**src/rtl/reorder_buffer.sv**
```systemverilog
// In-order retirement queue: dispatch allocates at the tail, CDB broadcasts mark
// entries complete, the completed head retires, and mispredicts squash younger entries.
module reorder_buffer #(
    parameter int ROB_SIZE = 32,
    parameter int PR_W     = 6,
    parameter int AR_W     = 5,
    parameter int IDX_W    = $clog2(ROB_SIZE)
) (
    input  logic             clock,
    input  logic             reset,
    input  logic             dispatch_en,
    input  logic [PR_W-1:0]  dispatch_T_new,
    input  logic [PR_W-1:0]  dispatch_T_old,
    input  logic [AR_W-1:0]  dispatch_arch_reg,
    input  logic             cdb_valid,
    input  logic [PR_W-1:0]  cdb_tag,
    input  logic             branch_incorrect,
    input  logic [IDX_W-1:0] branch_rob_idx,
    output logic [IDX_W-1:0] dispatch_idx,
    output logic [IDX_W:0]   num_entries,
    output logic             full,
    output logic             empty,
    output logic             retire_en,
    output logic [PR_W-1:0]  retire_T_old,
    output logic [PR_W-1:0]  retire_T_new,
    output logic [AR_W-1:0]  retire_arch_reg
);

    logic [IDX_W:0]      head_q, head_d, tail_q, tail_d;
    logic [ROB_SIZE-1:0] valid_q, valid_d, complete_q, complete_d;
    logic [ROB_SIZE-1:0] younger, cdb_hit;
    logic [PR_W-1:0]     t_new_q [ROB_SIZE];
    logic [PR_W-1:0]     t_old_q [ROB_SIZE];
    logic [AR_W-1:0]     arch_q  [ROB_SIZE];
    logic [IDX_W-1:0]    head_idx, tail_idx, branch_off;
    logic                dispatch_fire;

    assign head_idx     = head_q[IDX_W-1:0];
    assign tail_idx     = tail_q[IDX_W-1:0];
    assign num_entries  = tail_q - head_q;
    assign full         = (num_entries == (IDX_W+1)'(ROB_SIZE));
    assign empty        = (num_entries == '0);
    assign dispatch_idx = tail_idx;

    assign retire_en       = !empty && complete_q[head_idx];
    assign retire_T_old    = retire_en ? t_old_q[head_idx] : '0;
    assign retire_T_new    = retire_en ? t_new_q[head_idx] : '0;
    assign retire_arch_reg = retire_en ? arch_q[head_idx]  : '0;

    // Handshake: dispatch_en is a valid with an implicit ready of !full; a beat is
    // accepted only when both hold and no mispredict recovery happens in that cycle.
    assign dispatch_fire = dispatch_en && !full && !branch_incorrect;
    assign branch_off    = branch_rob_idx - head_idx;

    // Age of slot i is its distance from head; anything older-than-branch survives.
    for (genvar i = 0; i < ROB_SIZE; i++) begin : g_slot
        assign younger[i] = branch_incorrect && ((IDX_W'(i) - head_idx) > branch_off);
        assign cdb_hit[i] = cdb_valid && valid_q[i] && (t_new_q[i] == cdb_tag);
    end

    always_comb begin
        head_d     = head_q;
        tail_d     = tail_q;
        valid_d    = valid_q & ~younger;
        complete_d = (complete_q | cdb_hit) & ~younger;
        if (retire_en) begin
            head_d               = head_q + (IDX_W+1)'(1);
            valid_d[head_idx]    = 1'b0;
            complete_d[head_idx] = 1'b0;
        end
        if (branch_incorrect) begin
            tail_d = head_q + (IDX_W+1)'(branch_off) + (IDX_W+1)'(1);
        end else if (dispatch_fire) begin
            tail_d               = tail_q + (IDX_W+1)'(1);
            valid_d[tail_idx]    = 1'b1;
            complete_d[tail_idx] = 1'b0;
        end
    end

    always_ff @(posedge clock) begin
        if (reset) begin
            head_q     <= '0;
            tail_q     <= '0;
            valid_q    <= '0;
            complete_q <= '0;
        end else begin
            head_q     <= head_d;
            tail_q     <= tail_d;
            valid_q    <= valid_d;
            complete_q <= complete_d;
        end
    end

    // Payload carries no reset: outputs are gated by retire_en, which needs complete.
    always_ff @(posedge clock) begin
        if (!reset && dispatch_fire) begin
            t_new_q[tail_idx] <= dispatch_T_new;
            t_old_q[tail_idx] <= dispatch_T_old;
            arch_q[tail_idx]  <= dispatch_arch_reg;
        end
    end

endmodule
```
**config.mk**
```make
export PLATFORM = sky130hd
export DESIGN_NAME = reorder_buffer
export DESIGN_NICKNAME = d
export VERILOG_FILES = /design/src/rtl/reorder_buffer.sv
export SDC_FILE = /design/constraint.sdc
export NUM_CORES = 1
export LEC_CHECK = 0
export BUFFER_PORTS_ARGS = -buffer_cell sky130_fd_sc_hd__buf_2
export CAP_MARGIN = 5
export CORE_AREA = 2 2 294 296
export CTS_BUF_LIST = sky130_fd_sc_hd__clkbuf_4 sky130_fd_sc_hd__clkbuf_8
export CTS_CLUSTER_SIZE = 24
export DETAILED_ROUTE_END_ITERATION = 16
export DIE_AREA = 0 0 296 298
export GPL_TIMING_DRIVEN = 0
export PLACE_DENSITY = 0.45
export SYNTH_ARGS = -nofsm -noshare
export SYNTH_HDL_FRONTEND = slang
export SYNTH_SLANG_ARGS = --single-unit
```
**constraint.sdc**
```tcl
create_clock -name clock -period 9.89 [get_ports clock]
set_input_delay 0.989 -clock clock [delete_from_list [all_inputs] [get_ports clock]]
set_output_delay 0.989 -clock clock [all_outputs]
set_load 0.02 [all_outputs]
```
* Word level (Yosys, flattened, before mapping)
Memories as Yosys holds them, arrays and structs flattened. A register that Yosys moved wholly into a read port is not among the register bits.
Index checks and enable logic that the tools add are counted.
** Word-level totals
- Bits in registers :: 76
- RAM bits :: 544
- Input port bits :: 33
- Output and inout port bits :: 31
- Memories :: 3
** Memory list
- t_new_q :: words 32, width 6, read ports 33, clocked after Yosys merged registers in 1, write ports 1, RTL line 32 : logic [PR_W-1:0] t_new_q [ROB_SIZE];
- t_old_q :: words 32, width 6, read ports 1, clocked after Yosys merged registers in 1, write ports 1, RTL line 33 : logic [PR_W-1:0] t_old_q [ROB_SIZE];
- arch_q :: words 32, width 5, read ports 1, clocked after Yosys merged registers in 1, write ports 1, RTL line 34 : logic [AR_W-1:0] arch_q [ROB_SIZE];
** Operators by class
- Add/sub/neg operators :: 38
- Magnitude comparators :: 36
- Equal/unequal tests :: 33
- Muxes and demuxes :: 25
- Bitwise operators :: 10
- Reductions and logical operators :: 108
** Operators by type and width (count)
- $eq A6 B6 Y1 :: 32
- $mux W32 :: 6
- $and A32 B32 Y32 :: 5
- $gt A5 B5 Y1 :: 32
- $logic_and A1 B1 Y1 :: 102
- $not A32 Y32 :: 3
- $sub A5 B5 Y5 const A :: 16
- $or A32 B32 Y32 :: 2
- $sub A4 B5 Y5 const A :: 8
- $mux W5 :: 7
- $mux W6 :: 4
- $sub A3 B5 Y5 const A :: 4
- $add A6 B1 Y6 const B :: 3
- $lt A5 B6 Y1 const B :: 2
- $demux W1 S5 :: 2
- $ge A5 B1 Y1 const B :: 2
- $sub A1 B5 Y5 const A :: 2
- $sub A2 B5 Y5 const A :: 2
- $add A6 B5 Y6 :: 1
- $eq A6 B6 Y1 const B :: 1
- $logic_not A6 Y1 :: 1
- $sub A6 B6 Y6 :: 1
- $bmux W1 S5 :: 1
- $mux W1 :: 5
- 3 further kinds :: 6

* Depth between registers and ports, before layout
Gate-level depths: netlist of run 1.
- Depth in word-level cells :: 10
- Depth in mapped cells :: 15
- Gate-level depth less buffers :: 14

* Least setup slack after synthesis of run 1
OpenSTA, ideal clock, no wires.
- Path kind :: reg2reg
- Start point :: register head_q[1]
- End point :: memory arch_q[11][0] (enable)
- Library setup time :: 0.415 ns
- Arrival :: 4.212 ns
- Required time :: 9.475 ns
- Path slack :: 5.263 ns
- Stages on the path, launching flop included :: 11
- Path buffers :: 2
- Cell sequence :: dfxtp_1 > buf_6 > inv_1 > ha_1 > nor2b_1 > o211a_1 > a211oi_1 > a211o_1 > o21ai_1 > buf_2 > nor3_1
** Between the ends
- Word-level cells in the longest chain between the ends :: 8
** Ends and longest elaborated chain
- start: declaration :: RTL line 29 : logic [IDX_W:0] head_q, head_d, tail_q, tail_d;
- start signal: assignment :: RTL line 82 : head_q <= '0;
- start signal: assignment :: RTL line 87 : head_q <= head_d;
- $sub A6 B6 Y6 :: RTL line 40 : assign num_entries = tail_q - head_q;
- via num_entries[3] :: RTL line 20 : output logic [IDX_W:0] num_entries,
- $eq A6 B6 Y1 :: RTL line 41 : assign full = (num_entries == (IDX_W+1)'(ROB_SIZE));
- $logic_not A1 Y1 :: RTL line 52 : assign dispatch_fire = dispatch_en && !full && !branch_incorrect;
- $logic_and A1 B1 Y1 (2 in a row) :: RTL line 52
- $logic_and A1 B1 Y1 :: RTL line 96 : if (!reset && dispatch_fire) begin
- $mux W1 :: RTL line 96
- $mux W1 (implied by the code) :: RTL line 99 : arch_q[tail_idx] <= dispatch_arch_reg;
- end: declaration :: RTL line 34
The timed path passes the listed nets, and every way through them passes these cells.

* Worst setup path after layout of run 1
- Start point :: register head_q[2]
- End point :: output port retire_T_new[1]
** Between the ends
- Word-level cells in the longest chain between the ends :: 5
- Elaborated cells on any way between the ends :: 7
** Ends and longest elaborated chain
- $sub A6 B6 Y6 :: RTL line 40
- $logic_not A6 Y1 :: RTL line 42 : assign empty = (num_entries == '0);
- $logic_not A1 Y1 :: RTL line 45 : assign retire_en = !empty && complete_q[head_idx];
- $logic_and A1 B1 Y1 * :: RTL line 45
- $mux W6 * :: RTL line 47 : assign retire_T_new = retire_en ? t_new_q[head_idx] : '0;
- end: declaration :: RTL line 25 : output logic [PR_W-1:0] retire_T_new,
Every way passes the cells marked *; elsewhere a longest branch is shown, timed or not. The select of a mux whose other input is x is not followed.

==> flow_summary.json, run 1 <==
{
  "cts_resized": 0,
  "dp.cells": 3120,
  "synth_edf_count": 544,
  "ys_warn_count": 0,
  "p_per_area_nw_per_um2": 166,
  "finalHoldViolCount": 0,
  "drc": 0,
  "fmax_mhz": 150,
  "viasPerCell": 5.47,
  "antenna_found_initial": 1,
  "tns_ps": 0,
  "min_period_ps": 6670,
  "r2r-start": "head_q[2]",
  "multi_input_area_um2": 10900,
  "cts_root_buffer": "clkbuf_8",
  "crit_type": "flop to output port",
  "dpl_cell_area_um2": 31800,
  "drt-total-wl_um": 102000,
  "drtAntennaViolNets": 0,
  "clk_path_buf_depth": 3,
  "overflow": 0,
  "cts_tree": "done",
  "vias": 18100,
  "cp_max_fo": 13,
  "synth-main-ff-cell": "edfxtp_1",
  "fp.dieH_um": 298,
  "switching_share_pct": 23.9,
  "final_cells": 3311,
  "r2r_setup_slack_ps": 4170,
  "syn_avg_cell_area_um2": 15.6,
  "design.die.area_um2": 88200,
  "slew_violations": 0,
  "p_leak_nw": 11.0,
  "crit_arrival_ps": 5680,
  "n_fill_cell": 7973,
  "hpwl_um": 73600,
  "hp-class": "flop to flop",
  "wl_per_cell_um": 30.8,
  "finalSetupViolCount": 0,
  "layout_setup_ws_ps": 3220,
  "drv_cap": 0,
  "synth.distinct_cells": 81,
  "yosysMostFrequentCell": "edfxtp_1",
  "status": "finished clean",
  "cts.clk_slew.worst_paths_ps": 60,
  "synth_top_area_share_pct": 55.5,
  "start_util_pct": 34.7,
  "dr.pass1.iters": 5,
  "synth_common_cells": "544 x edfxtp_1, 176 x mux4_2, 161 x xnor2_1",
  "p_switching_mw": 1.35,
  "hp-start": "valid_q[31]",
  "power.total_mw": 5.64,
  "ys_ff_latch": 625,
  "comb_power_share_pct": 6.3,
  "htree_levels": 3,
  "cp-end-kind": "output port",
  "final_nets": 2192,
  "whs_ps": 456,
  "yosys.area.top_type": "edfxtp_1",
  "clock-sinks": 625,
  "worstSetupEndpoint": "retire_T_new[1]",
  "place.gp.congestion": 0.944,
  "crit_required_ps": 8900,
  "regArea_um2": 18000,
  "worstMarginPinSlew_ps": 1390,
  "final_layout_size_suffix_gt1_share_pct": 24.8,
  "r2r_cells": 12,
  "clock_latency_ps": 730,
  "pwr-share-seq_pct": 51.1,
  "core_area_um2": 84900,
  "post-cts-setup-buffer-count": 0,
  "r2r_end": "t_old_q[4][0]",
  "min_period_over_period_pct": 67.4,
  "final_area_um2": 34000,
  "p_clk_share_pct": 42.6,
  "ios": 64,
  "yosys-top-cells-area": "edfxtp_1 55%, mux4_2 13%, dfxtp_1 5.5%",
  "buffer_ports.inserted": 56,
  "synth_area_um2": 29500,
  "die_x_um": 296,
  "grtUsageTotal_pct": 23.1,
  "postSynth.asyncResetShare_pct": 0,
  "fin_skew_ps": 40.2,
  "max_slew_margin_pct": 7.25,
  "utilization_pct": 40.1,
  "syn2layout_area_growth_pct": 15.4,
  "grt_max_degree": 33,
  "pre_cts_ws_ps": 4050,
  "cts_hold_buf": 0,
  "synth_cells": 1885,
  "vdd_drop_max_uv": 101,
  "grt_pass1_vias": 18600,
  "crit_path_start_kind": "flop",
  "rsz0062_at_grt": "false",
  "ys_seq_area_share_pct": 61.0,
  "crit_start": "head_q[2]",
  "syn_nets": 1990,
  "drtIter0Drc": 1628,
  "p_int_mw": 4.29,
  "fp-row-count": 107,
  "grt_pass1_wl_um": 142000,
  "cts_made_buffers": 109
}
[power by group through the flow]
stage | Sequential, mW | Combinational, mW | Clock, mW
after floorplan | 2.94 | 0.191 | 0
after global placement | 2.94 | 0.340 | 0
after detailed placement | 2.94 | 0.351 | 0
after CTS | 2.88 | 0.352 | 2.47
after global routing | 2.88 | 0.377 | 2.58
final | 2.89 | 0.353 | 2.40
[layout make-up]
cell class                      instances  area share (%)
Sequential cell                       625            52.8
Timing Repair Buffer                   91            2.33
Multi-Input combinational cell       1086            32.2
Antenna cell                            1         0.00736
Clock buffer                          148            5.35
Clock inverter                         42            1.02
Buffer                                117            1.49
Inverter                               57           0.629
Tap cell                             1144            4.21
[cells by family (layout without fill, tap and decap cells)]
family | after synthesis | count (layout) | synth area share [%]
adders and majority gates | 76 | 76 | 3.27
muxes | 202 | 202 | 14.4
xor gates and xnor gates | 237 | 237 | 7.07
buffers and inverters | 174 | 455 | 2.44
other | 0 | 1 | 0
DFF | 625 | 625 | 61.0
AOI/OAI and AO/OA | 256 | 256 | 6.57
and+or+nand+nor | 315 | 315 | 5.33
[layout by cell type, fill, tap and decap left out, drive strengths merged, types with 8 or more instances in the layout]
master / instances
inv: 57
a41oi: 16
nand2b: 8
edfxtp: 544
xnor2: 161
clkinv: 35
a21o: 14
nor3: 49
and2: 22
dfxtp: 81
a21oi: 50
nand3: 46
mux2i: 22
mux4: 176
ha: 69
o21ai: 33
or3: 8
buf: 146
a31oi: 15
a311oi: 8
and3: 17
clkbuf: 210
a211oi: 16
nand2: 51
a41o: 14
nor2: 78
nor2b: 8
xor2: 76
a22o: 16
[flip-flops by register name, summed over array words and instances, names as in the netlist, named ones only]
name        count
arch_q        160
head_q          6
t_old_q       192
tail_q          6
t_new_q       192
valid_q        32
complete_q     32
[worst max-delay path, stage by stage (launching register included)]
cell,delay (ps)
dfxtp_1,630
buf_2,380
clkinv_1,610
ha_1,590
nor2b_1,150
o21a_1,180
or3_1,380
a211o_1,430
o22ai_2,260
buf_2,340
buf_1,490
nor2_1,270
buf_2,230
[worst min path at each step]
stage | slack [ps] | cells after the start | to
CTS | 450 | 1 | valid_q[15]
global route | 470 | 1 | valid_q[15]
finish | 460 | 1 | valid_q[31]
floorplan | 430 | 1 | valid_q[11]
detailed placement | 440 | 1 | valid_q[15]
global placement | 440 | 1 | valid_q[31]
[routing by layer]
layer  global-route usage [%]  vias up  wire length, um
li1                         -     7790                -
met1                     31.4     9512            43600
met3                     2.99      171             5410
met4                     8.85        0             3710
met5                        0        -                0
met2                     37.8      645            49200
Note: power is estimated with default switching activity, not from simulation.
==> inputs of run 2 (changes only) <==
- ABC_AREA: not set -> 1
- CORE_AREA: 2 2 294 296 -> 2 2 303 305
- DIE_AREA: 0 0 296 298 -> 0 0 305 307
- PLACE_DENSITY: 0.45 -> 0.47
- clock period: 9.89 -> 5.4 ns (I/O delays scaled with it)
==> run 2 against run 1 <==
- final cell count increased by 46%
- sequential share of layout area is 2.4 points lower
- critical path depth up 1
- global-route usage grew 7.9 points
- flip-flop and latch count is the same
- first-iteration DRC count rose by 120%
- sequential power is 85% higher
- core utilization is 0.76 points lower
- synthesized cell count rose by 78%
- area after synthesis rose by 6.3%
- clock-buffer cell count is 4 lower
- clock power rose by 86%
==> flow_summary.json, run 2 <==
{
  "status": "finished clean",
  "p_switching_mw": 5.34,
  "top_regs": "t_new_q (192), t_old_q (192), arch_q (160)",
  "final_nets": 3655,
  "syn2layout_area_growth_pct": 13.9,
  "clk_path_buf_depth": 3,
  "die_x_um": 305,
  "fp.dieH_um": 307,
  "clock-sinks": 625,
  "crit_arrival_ps": 4600,
  "synth-main-ff-cell": "edfxtp_1",
  "ys_ff_latch": 625,
  "final_common_cell": "nand2_1",
  "utilization_pct": 39.3,
  "fin_skew_ps": 31.6,
  "cp-end-kind": "output port",
  "drc": 0,
  "core_area_um2": 90700,
  "cpMaxStageDelayCell": "dfxtp_1",
  "design.die.area_um2": 93600,
  "buffer_ports.inserted": 59,
  "cts_tree": "done",
  "htree_levels": 3,
  "rsz0062_at_grt": "false",
  "r2r_setup_slack_ps": 710,
  "synth_top_area_share_pct": 52.2,
  "ios": 64,
  "final_cell_mix": "866 x nand2_1, 544 x edfxtp_1, 360 x nand3_1",
  "cp_max_fo": 18,
  "min_period_over_period_pct": 95.1,
  "drt-total-wl_um": 148000,
  "wl_per_cell_um": 30.7,
  "start_util_pct": 34.5,
  "crit_path_start_kind": "flop",
  "cts_resized": 0,
  "cpPeakStageDelay_ps": 940,
  "crit_top_cell": "nand2_1",
  "drtAntennaViolNets": 0,
  "ys_warn_count": 0,
  "vdd_drop_max_uv": 185,
  "antenna_found_initial": 7,
  "fp-row-count": 111,
  "ys_seq_area_share_pct": 57.4,
  "grt_pass1_vias": 25200,
  "synth_area_um2": 31300,
  "grt_pass1_wl_um": 202000,
  "power.total_mw": 14.0,
  "p_clk_share_pct": 32.0,
  "drtIter0Drc": 3540,
  "pre_cts_ws_ps": 857,
  "synth_edf_count": 544,
  "synth_cells": 3363,
  "r2r_cells": 12,
  "p_leak_nw": 13.7,
  "dr.pass1.iters": 6,
  "comb_power_share_pct": 29.7,
  "vias": 27300,
  "crit_family": "buffers and inverters",
  "hp-class": "input port to flop",
  "grt_max_degree": 33,
  "final_layout_size_suffix_gt1_share_pct": 9.92,
  "max_slew_margin_pct": 12.3,
  "yosys.area.top_type": "edfxtp_1",
  "grtUsageTotal_pct": 31.0,
  "place.gp.congestion": 1.02,
  "path_cells": "inv_1, buf_2, ha_1, nand4_1, nand3_1, nand2_1, nand2_1, nand2_1, nand2_2, buf_6, buf_4, a21oi_1, buf_2",
  "p_int_mw": 8.62,
  "cts.clk_slew.worst_paths_ps": 60,
  "tns_ps": 0,
  "layout_setup_ws_ps": 262,
  "cts_made_buffers": 108,
  "clock_latency_ps": 790,
  "cts_hold_buf": 0,
  "synth_common_cells": "866 x nand2_1, 544 x edfxtp_1, 360 x nand3_1",
  "post-cts-setup-buffer-count": 0,
  "yosysMostFrequentCell": "nand2_1",
  "viasPerCell": 5.65,
  "finalSetupViolCount": 0,
  "synth.distinct_cells": 49,
  "p_per_area_nw_per_um2": 392,
  "syn_avg_cell_area_um2": 9.31,
  "finalHoldViolCount": 0,
  "hpwl_um": 105000,
  "crit_required_ps": 4860,
  "switching_share_pct": 38.3,
  "yosys-top-cells-area": "edfxtp_1 52%, nand2_1 10%, nand3_1 5.8%",
  "cp.depth": 13,
  "hp-start": "dispatch_en",
  "crit_type": "flop to output port",
  "slew_violations": 0,
  "overflow": 0,
  "worstMarginPinSlew_ps": 1320,
  "syn_nets": 3468,
  "crit_buf_inv": 5,
  "r2r_end": "t_old_q[13][4]",
  "holdPathStages": 4,
  "whs_endpoint": "tail_q[3]",
  "min_period_ps": 5140,
  "r2r-start": "head_q[1]",
  "drv_cap": 0,
  "pwr-share-seq_pct": 38.4,
  "postSynth.asyncResetShare_pct": 0,
  "cts_root_buffer": "clkbuf_8",
  "fmax_mhz": 195
}
run 2: power by group through the flow:
stage               combinational [mW]  sequential [mW]  clock [mW]
global placement                  4.03             5.46           0
CTS                               4.04             5.36        4.51
detailed placement                4.02             5.46           0
finish                            4.14             5.36        4.46
global route                      4.35             5.36        4.71
floorplan                         2.24             5.43           0
run 2: kinds of logic (layout without fill, tap and decap cells):
logic type	after synthesis	in the layout	synth area share [%]
compound gates	577	577	10.6
xor+xnor	82	82	2.32
fa+ha+maj	72	72	2.95
buf+inv	463	739	5.93
flops	625	625	57.4
other cells	0	3	0
simple gates	1544	1544	20.8
run 2: worst max-delay path by stage:
stage / start / end / slack (ps)
6_report: head_q[1] / retire_T_new[5] / 260
5_1_grt: head_q[1] / retire_T_new[5] / 200
4_1_cts: head_q[1] / retire_T_new[5] / 350
3_5_place_dp: head_q[1] / t_old_q[13][2] / 860
3_3_place_gp: head_q[1] / arch_q[30][4] / -1310
2_1_floorplan: head_q[2] / arch_q[14][0] / 1490
run 2: layout make-up:
type | instances | area (um^2)
clock inverters | 55 | 394
flip-flops and latches | 625 | 18000
clock buffers | 144 | 1760
inverters | 270 | 1010
fillers | 9206 | 55000
plain buffers | 193 | 843
diodes | 3 | 7.51
well taps | 1186 | 1480
multi-input cells | 2275 | 11600
repair buffers | 77 | 578
run 2: metal layers:
layer | vias up | track usage, % | share of wire (%)
li1 | 12000 | - | -
met1 | 13400 | 42.2 | 42
met2 | 1536 | 47.0 | 43
met3 | 333 | 6.12 | 9.3
met4 | 4 | 15.8 | 5.7
met5 | - | 0 | 0.015
run 2: worst register-to-register path: cells and delay by family, from the launching register on:
kind / cells / cell delay [ps]
adders and majority gates: 1 / 410
DFF: 1 / 940
and+or+nand+nor: 8 / 1390
buffers and inverters: 3 / 1510
run 2: metrics by stage:
step	cells	hold slack, ps	instance area (um^2)
after detailed placement	4626	483	33500
after global routing	4826	274	35600
after global placement	4608	486	33100
after floorplan	3363	449	31300
after CTS	4825	229	35600
final	4828	261	35700
==> inputs of run 3 (changes only) <==
- MAX_ROUTING_LAYER: not set -> met4
- SLEW_MARGIN: not set -> 20
- TNS_END_PERCENT: not set -> 5
==> run 3 against run 2 <==
- first-iteration DRC count is 8.0% higher
- core utilization is 0.18 points higher
- flip-flop and latch count stayed put
- fmax is 1.1% lower
- final cell count is 0.19% higher
- critical path type unchanged
- largest cell class unchanged
==> flow_summary.json, run 3 (synthesis gave the netlist of run 2 again) <==
{
  "vdd_drop_max_uv": 232,
  "finalHoldViolCount": 0,
  "final_common_cell": "nand2_1",
  "final_nets": 3665,
  "die_x_um": 305,
  "r2r-start": "head_q[1]",
  "crit_type": "flop to output port",
  "drv_cap": 0,
  "fin_skew_ps": 38.0,
  "drc": 0,
  "layout_setup_ws_ps": 203,
  "r2r_setup_slack_ps": 700,
  "design.die.area_um2": 93600,
  "cpPeakStageDelay_ps": 970,
  "place.gp.congestion": 1.03,
  "cts_resized": 0,
  "cpMaxStageDelayCell": "dfxtp_1",
  "grt_util_met2_pct": 48.7,
  "r2r_cells": 12,
  "crit_arrival_ps": 4660,
  "met3_usage_pct": 6.23,
  "whs_endpoint": "valid_q[19]",
  "clock_latency_ps": 790,
  "cp-end-kind": "output port",
  "grtUsageTotal_pct": 32.5,
  "p_leak_nw": 13.7,
  "post-cts-setup-buffer-count": 0,
  "final_layout_size_suffix_gt1_share_pct": 10.6,
  "cts_root_buffer": "clkbuf_8",
  "htree_levels": 3,
  "status": "finished clean",
  "dpl_cell_area_um2": 33700,
  "path_cells": "inv_1, buf_2, ha_1, nand4_1, nand3_1, nand2_1, nand2_1, nand2_1, nand2_2, buf_6, buf_2, a21oi_1, buf_2",
  "viasPerCell": 5.66,
  "cts.clk_slew.worst_paths_ps": 60,
  "buffer_ports.inserted": 59,
  "holdPathStages": 4,
  "overflow": 0,
  "grt_pass1_vias": 25400,
  "core_area_um2": 90700,
  "antenna_found_initial": 10,
  "hp-class": "input port to flop",
  "drtIter0Drc": 3824,
  "cts_made_buffers": 106,
  "grt_busiest_layer": "met2",
  "max_slew_margin_pct": 17.8,
  "utilization_pct": 39.5,
  "drtAntennaViolNets": 0,
  "dr.pass1.iters": 6,
  "fp.dieH_um": 307,
  "pre_cts_ws_ps": 670,
  "final_area_um2": 35800,
  "cp_max_fo": 18,
  "crit_path_start_kind": "flop",
  "clock-sinks": 625,
  "wl_per_cell_um": 31.0,
  "start_util_pct": 34.5,
  "r2r_end": "t_new_q[25][5]",
  "grtUsageMet1_pct": 43.2,
  "ios": 64,
  "min_period_ps": 5200,
  "finalSetupViolCount": 0,
  "slew_violations": 0,
  "top_regs": "t_new_q (192), t_old_q (192), arch_q (160)",
  "hpwl_um": 107000,
  "fp-row-count": 111,
  "tns_ps": 0,
  "final_cell_mix": "866 x nand2_1, 544 x edfxtp_1, 360 x nand3_1",
  "clk_path_buf_depth": 3,
  "crit_required_ps": 4860,
  "fmax_mhz": 192,
  "grt_max_degree": 33,
  "syn2layout_area_growth_pct": 14.4,
  "p_per_area_nw_per_um2": 388,
  "worstMarginPinSlew_ps": 1230,
  "min_period_over_period_pct": 96.2,
  "grt_pass1_wl_um": 205000,
  "hp-start": "branch_incorrect",
  "rsz0062_at_grt": "false",
  "cts_hold_buf": 0,
  "drt-total-wl_um": 150000,
  "cts_tree": "done",
  "vias": 27400
}
-- run 3: worst max-delay path: cells and delay by family (launching register included) --
kind	cells	cell delay [ps]
flops	1	970
simple gates	6	740
compound gates	1	400
fa+ha+maj	1	400
buf+inv	5	1340
-- run 3: worst max-delay path by stage --
stage,from,end
after global routing,head_q[1],retire_T_new[0]
final,head_q[1],retire_T_new[2]
after floorplan,head_q[2],arch_q[14][0]
after CTS,head_q[1],retire_T_new[3]
after global placement,head_q[1],t_old_q[14][5]
after detailed placement,head_q[1],t_old_q[25][3]
-- run 3: metrics by stage --
step	hold WS (ps)	power, mW	instances
after floorplan	449	7.66	3363
after global placement	486	9.51	4608
after detailed placement	479	9.51	4638
after CTS	215	13.8	4829
after global routing	289	14.4	4837
final	263	13.9	4837
-- run 3: report_power, final --
part           leakage (nW)  internal, mW  total, mW  switching [mW]
logic                  7.06         0.989       4.17            3.18
clock network          1.12          2.27       4.36            2.08
registers              5.54          5.30       5.36          0.0633
-- run 3: final cells by class --
type                            instances  area, um^2
Fill cell                            9229       54900
Sequential cell                       625       18000
Antenna cell                            8        20.0
Clock buffer                          158        1910
Buffer                                193         847
Inverter                              270        1010
Multi-Input combinational cell       2275       11600
Timing Repair Buffer                   89         754
Tap cell                             1186        1480
Clock inverter                         33         194
-- run 3: routing by layer --
layer  share of wire [%]  vias up
met5                   0        -
met4                 4.5        0
met3                 9.3      322
met2                  44     1543
met1                  42    13500
li1                    -    12000
